[src/rtl/ps2_key_fifo.sv]
// Show-ahead FIFO between the PS/2 keyboard character path and the CPU I/O port.
// It turns the character-ready level into single pushes and reports data, status and an interrupt request.
module ps2_key_fifo #(
    parameter int DEPTH_BITS = 4,
    parameter int IRQ_LEVEL  = 1
) (
    input  logic                  clk,
    input  logic                  reset,
    input  logic [7:0]            ps2_char,
    input  logic                  ps2_char_rdy,
    input  logic                  key_pop,
    input  logic                  key_clear,
    input  logic                  irq_en,
    output logic [7:0]            key_data,
    output logic                  key_valid,
    output logic                  key_full,
    output logic                  key_overflow,
    output logic [DEPTH_BITS:0]   key_count,
    output logic [7:0]            key_status,
    output logic                  key_irq
);

    localparam int DEPTH = 1 << DEPTH_BITS;
    localparam logic [DEPTH_BITS:0]   IRQ_THRESH = (DEPTH_BITS + 1)'(IRQ_LEVEL);
    localparam logic [DEPTH_BITS-1:0] PTR_ONE    = (DEPTH_BITS)'(1);
    localparam logic [DEPTH_BITS:0]   CNT_ONE    = (DEPTH_BITS + 1)'(1);

    logic [7:0]            mem [DEPTH];
    logic [DEPTH_BITS-1:0] wr_ptr_reg;
    logic [DEPTH_BITS-1:0] rd_ptr_reg;
    logic [DEPTH_BITS:0]   count_reg;
    logic                  overflow_reg;
    logic                  rdy_d_reg;

    logic push;
    logic empty;
    logic full;
    logic do_write;
    logic do_read;
    logic irq_pending;

    assign push  = ps2_char_rdy & ~rdy_d_reg;
    assign empty = (count_reg == '0);
    assign full  = count_reg[DEPTH_BITS];

    // When full, a simultaneous pop frees the head slot, which is exactly where wr_ptr points.
    assign do_write = push & ~key_clear & (~full | key_pop);
    assign do_read  = key_pop & ~key_clear & ~empty;

    always_ff @(posedge clk) begin
        if (!reset && do_write) begin
            mem[wr_ptr_reg] <= ps2_char;
        end
    end

    always_ff @(posedge clk) begin
        if (reset) begin
            wr_ptr_reg   <= '0;
            rd_ptr_reg   <= '0;
            count_reg    <= '0;
            overflow_reg <= 1'b0;
            rdy_d_reg    <= 1'b1;
        end else begin
            rdy_d_reg <= ps2_char_rdy;
            if (key_clear) begin
                wr_ptr_reg   <= '0;
                rd_ptr_reg   <= '0;
                count_reg    <= '0;
                overflow_reg <= 1'b0;
            end else begin
                if (do_write) begin
                    wr_ptr_reg <= wr_ptr_reg + PTR_ONE;
                end
                if (do_read) begin
                    rd_ptr_reg <= rd_ptr_reg + PTR_ONE;
                end
                if (do_write && !do_read) begin
                    count_reg <= count_reg + CNT_ONE;
                end else if (!do_write && do_read) begin
                    count_reg <= count_reg - CNT_ONE;
                end
                if (push && full && !key_pop) begin
                    overflow_reg <= 1'b1;
                end
            end
        end
    end

    assign irq_pending  = (count_reg >= IRQ_THRESH);
    assign key_data     = empty ? 8'h00 : mem[rd_ptr_reg];
    assign key_valid    = ~empty;
    assign key_full     = full;
    assign key_overflow = overflow_reg;
    assign key_count    = count_reg;
    assign key_status   = {~empty, full, overflow_reg, irq_pending, 4'b0000};
    assign key_irq      = irq_en & irq_pending;

endmodule

[config.mk]
export PLATFORM = sky130hd
export DESIGN_NAME = ps2_key_fifo
export DESIGN_NICKNAME = d
export VERILOG_FILES = /design/src/rtl/ps2_key_fifo.sv
export SDC_FILE = /design/constraint.sdc
export NUM_CORES = 1
export LEC_CHECK = 0
export ABC_AREA = 1
export BUFFER_PORTS_ARGS = -buffer_cell sky130_fd_sc_hd__buf_2
export CELL_PAD_IN_SITES_DETAIL_PLACEMENT = 1
export CELL_PAD_IN_SITES_GLOBAL_PLACEMENT = 1
export CORE_MARGIN = 3
export CORE_UTILIZATION = 50
export CTS_BUF_LIST = sky130_fd_sc_hd__clkbuf_8
export DETAILED_ROUTE_END_ITERATION = 10
export GPL_TIMING_DRIVEN = 0
export PLACE_DENSITY = 0.81
export SETUP_SLACK_MARGIN = 0.15
export SLEW_MARGIN = 25
export SYNTH_ARGS = -nofsm -noshare
export SYNTH_HDL_FRONTEND = slang
export SYNTH_SLANG_ARGS = --single-unit
[constraint.sdc]
create_clock -name clk -period 2.27 [get_ports clk]
set_input_delay 0.227 -clock clk [delete_from_list [all_inputs] [get_ports clk]]
set_output_delay 0.227 -clock clk [all_outputs]
set_load 0.1 [all_outputs]
; Word-level counts from Yosys, hierarchy flattened
; Memories as Yosys holds them, arrays and structs flattened. A register that Yosys moved wholly into a read port is not among the register bits.
; Cells that the tools add are included.
[word_totals]
register_bits = 15
latch_bits = 0
ram_bits = 128
mem_bits_ro = 0
inputBits = 14
n_memories = 1
[classes]
add_sub_neg = 4
multipliers = 0
div = 0
n_lt_le_gt_ge = 1
eq_ne = 0
shifts = 0
muxes = 7
n_bitwise = 11
reduce_logical = 12
[memory_table]
columns = memory, words, width, rd, rd_clocked_by_memory_dff, write_ports, line
row1 = mem, 16, 8, 1, 1, 1, 28  ; logic [7:0] mem [DEPTH];
[op_table]
columns = cell, n
row1 = $mux 5, 2
row2 = $add 4x1->4 const B, 2
row3 = $mux 4, 2
row4 = $mux 8, 1
row5 = $and 1x1->1, 6
row6 = $add 5x1->5 const B, 1
row7 = $ge 5x1->1 const B, 1
row8 = $logic_and 1x1->1, 5
row9 = $logic_not 5->1, 1
row10 = $sub 5x1->5 const B, 1
row11 = $logic_not 1->1, 4
row12 = $not 1->1, 4
row13 = $mux 1, 2
row14 = $reduce_bool 2->1, 1
row15 = $reduce_or 2->1, 1
row16 = $or 1x1->1, 1

; Logic depth before layout (Yosys ltp)
[logic_depth]
depth_word = 8
depth_mapped = 11
depth_no_buf = 11

; Worst setup path before layout
; Ideal clock, no wire load.
[synth_path]
kind = register to output
from = reg count_reg[0], in the netlist key_count[0]
to = out key_data[0]
arrival_ns = 4.076
required_time_ns = 2.043
setup_slack_ns = -2.033
stages_incl_launch_ff = 6
path_cell_list = dfxtp_1 inv_1 ha_1 nand3_1 inv_1 a21oi_1
[synth_via]
elab_chain_cells = 2
[synth_rtl]
columns = element, line
row1 = "start, declared", 31  ; logic [DEPTH_BITS:0] count_reg;
row2 = "start signal, assigned", 78  ; count_reg <= count_reg + CNT_ONE;
row3 = "start signal, assigned", 80  ; count_reg <= count_reg - CNT_ONE;
row4 = $logic_not 5->1, 43  ; assign empty = (count_reg == '0);
row5 = $mux 8, 90  ; assign key_data = empty ? 8'h00 : mem[rd_ptr_reg];
row6 = "end, declared", 14  ; output logic [7:0] key_data,
; Every way passes these cells.

==> flow_metrics.py <==
metrics = {
    "outcome": {
        "status": "completed",
    },
    "route": {
        "vias": 4507,
        "postRouteAntennaNets": 0,
        "first_iter_violations": 452,
        "finalWirelength_mm": 17.8,
        "viasPerCell": 5.56,
        "drt-pass1-iter-count": 5,
        "drc": 0,
        "avgRoutedWirePerCell_um": 21.9,
    },
    "synth": {
        "synthDistinctLibCells": 26,
        "synth_area_leaders": "edfxtp_1 (62%), nand2_1 (11%), nand3_1 (8.3%), dfxtp_1 (6.1%), ha_1 (2.0%)",
        "ys_seq_area_share_pct": 67.8,
        "yosysMostFrequentCell": "nand2_1",
        "synth_edf_count": 128,
        "synth_common_cells": "nand2_1 (182), edfxtp_1 (128), nand3_1 (103)",
        "synthArstFlopShare_pct": 0,
        "syn_avg_cell_area_um2": 10.9,
        "ys.flop_type": "edfxtp_1",
        "syn_area_um2": 6230,
        "yosysWarnings": 0,
        "syn_inst": 569,
        "ys_seq_elements": 147,
        "yosysTopAreaCell": "edfxtp_1",
        "synth_top_area_share_pct": 61.7,
    },
    "floorplan": {
        "ios": 39,
        "core_area_um2": 12100,
        "die_area_um2": 13800,
        "rows": 40,
        "die_x_um": 118,
        "die_h_um": 118,
        "start_util_pct": 51.4,
    },
    "cells_and_area": {
        "drive_gt1_share_pct": 25.1,
        "largest_reg_flops": 128,
        "regMostFlops": "mem",
        "final_nets": 653,
        "nFillCells": 1252,
        "n_antenna_cell": 0,
        "syn_to_final_growth_pct": 21.8,
        "instances_no_fill": 810,
        "final_area_um2": 7580,
    },
    "clock_tree": {
        "cts_buffers": 17,
        "clock-root-buffer": "clkbuf_8",
        "clkLatencyLatePin_ns": 0.46,
        "clk_pin_slew_ns": 0.07,
        "clockBufferDepth": 2,
        "numClockSinks": 147,
        "cts_tree": "done",
        "htreeDepth": 4,
    },
    "power": {
        "clockPowerShare_pct": 35.4,
        "ir_worst_vdd_uv": 375,
        "switching_share_pct": 24.6,
        "p_per_area_nw_per_um2": 704,
        "pwr-share-seq_pct": 55.0,
        "internal_power_uw": 4030,
        "comb_power_share_pct": 9.6,
        "p_leak_uw": 0.00290,
        "p_switching_uw": 1310,
    },
    "setup_path": {
        "crit_type": "flip-flop to output pin",
        "end_kind": "output pin",
        "required_ns": 2.04,
        "cp_max_fo": 10,
        "cp-start-kind": "flip-flop",
        "cp_data_arrival_time_ns": 2.01,
    },
    "job": {
        "maxCapViolCount": 0,
    },
    "place": {
        "port_buffers": 34,
        "dpl.hpwl_mm": 11.8,
        "gp_congestion": 0.912,
        "dp_cells": 774,
        "place_area_um2": 6760,
    },
    "worst_hold_path": {
        "min_path_type": "input pin to flip-flop",
    },
    "global_route": {
        "antenna_found_initial": 0,
        "grt.total_usage_pct": 25.9,
        "grt_overflow": 0,
        "grt_pass1_wl_mm": 26.7,
        "first_global_vias": 4699,
        "grt_max_degree": 17,
    },
    "timing": {
        "clock_skew_ns": 0.00776,
        "timing_hold_violations_final": 0,
        "final_max_slew_viol_count": 0,
        "worstMarginPinSlew_ns": 0.820,
        "fin_crit_sh_pct": 98.4,
        "finalSetupTns_ns": 0,
        "rsz0062_at_grt": "true",
        "slew_headroom_pct": 45.2,
        "fmax_mhz": 447,
        "setup_violations": 0,
        "fin_crit_ns": 2.23,
    },
}
==> layout make-up <==
class	count	area, um2	area share (%)
buffer	33	328	4.32
clock buffer	18	248	3.27
clock inverter	14	111	1.47
inverter	25	111	1.47
multi-input combinational	367	1990	26.2
sequential	147	4250	56.0
tap	168	210	2.77
timing repair buffer	38	338	4.46
==> worst paths after layout <==
path,slack (ns),from,cells after the start,end
worst max-delay path,0.04,flip-flop,9,key_data[5]
worst min-delay path,0.1,reset,4,key_count[3]
worst max register to register,0.30,rdy_d_reg,5,mem[12][1]
worst min register to register,0.48,key_count[0],1,key_count[0]
==> power groups by stage <==
stage          clock network, uW  logic [uW]  registers [uW]
6_report                    1890         511            2940
5_1_grt                     2030         532            2940
4_1_cts                     1900         498            2940
3_5_place_dp                   0         440            3000
3_3_place_gp                   0         429            3000
2_1_floorplan                  0         302            3020
==> per-layer routing <==
| metal | track usage [%] | share of wire, % | up-vias |
|---|---|---|---|
| met5 | 0 | 0 | - |
| met4 | 12.3 | 3.7 | 0 |
| met3 | 5.00 | 5.8 | 46 |
| met2 | 43.4 | 50 | 161 |
| met1 | 32.7 | 40 | 2238 |
| li1 | - | - | 2062 |
==> critical path, cell delays in order (launching register included) <==
cell,delay [ns]
dfxtp_4,0.39
buf_12,0.16
buf_8,0.15
nand2_1,0.07
nand3_1,0.13
nand3_1,0.11
nand2_1,0.07
nand2_1,0.09
a21oi_4,0.20
buf_12,0.19
==> cells in the final DEF (no fill, tap or decap), drive strengths merged, types with 2 or more instances in the layout <==
master and count:
clkinvlp 3, clkbuf 20, bufinv 2, o21ai 9
nand2 182, xnor2 2, buf 67, edfxtp 128
clkinv 3, dlygate4sd3 2, conb 4, a21oi 21
inv 31, ha 10, dfxtp 19, nand3 104
nor2 28
==> per-stage QoR <==
step | hold slack (ns) | worst slack, ns | util (%) | power (uW)
2_1_floorplan | 0.326 | -0.102 | - | 3320
3_3_place_gp | 0.429 | 0.0400 | 55.8 | 3430
3_5_place_dp | 0.432 | -0.0374 | 55.8 | 3440
5_1_grt | 0.108 | -0.0266 | 62.6 | 5500
6_report | 0.0964 | 0.0353 | 62.6 | 5340
4_1_cts | 0.0762 | 0.0365 | 61.3 | 5330
==> cell families (layout without fill, tap and decap cells) <==
family / Yosys count / count (layout) / synth area share, %
AOI/OAI and AO/OA: 33 / 33 / 2.73
xor gates and xnor gates: 3 / 3 / 0.422
adders and majority gates: 10 / 10 / 2.01
buffers and inverters: 58 / 128 / 5.39
DFF: 147 / 147 / 67.8
other: 1 / 4 / 0.0602
and+or+nand+nor: 317 / 317 / 21.5
==> repair_timing <==
item	CTS	global route
pin swaps	3	7
hold endpoints to repair	1	0
hold buffers	2	0
setup endpoints to repair	8	67
cloned	0	0
setup buffers	2	0
gates resized for setup	72	38
No activity file was read; power rests on OpenSTA's default activity.
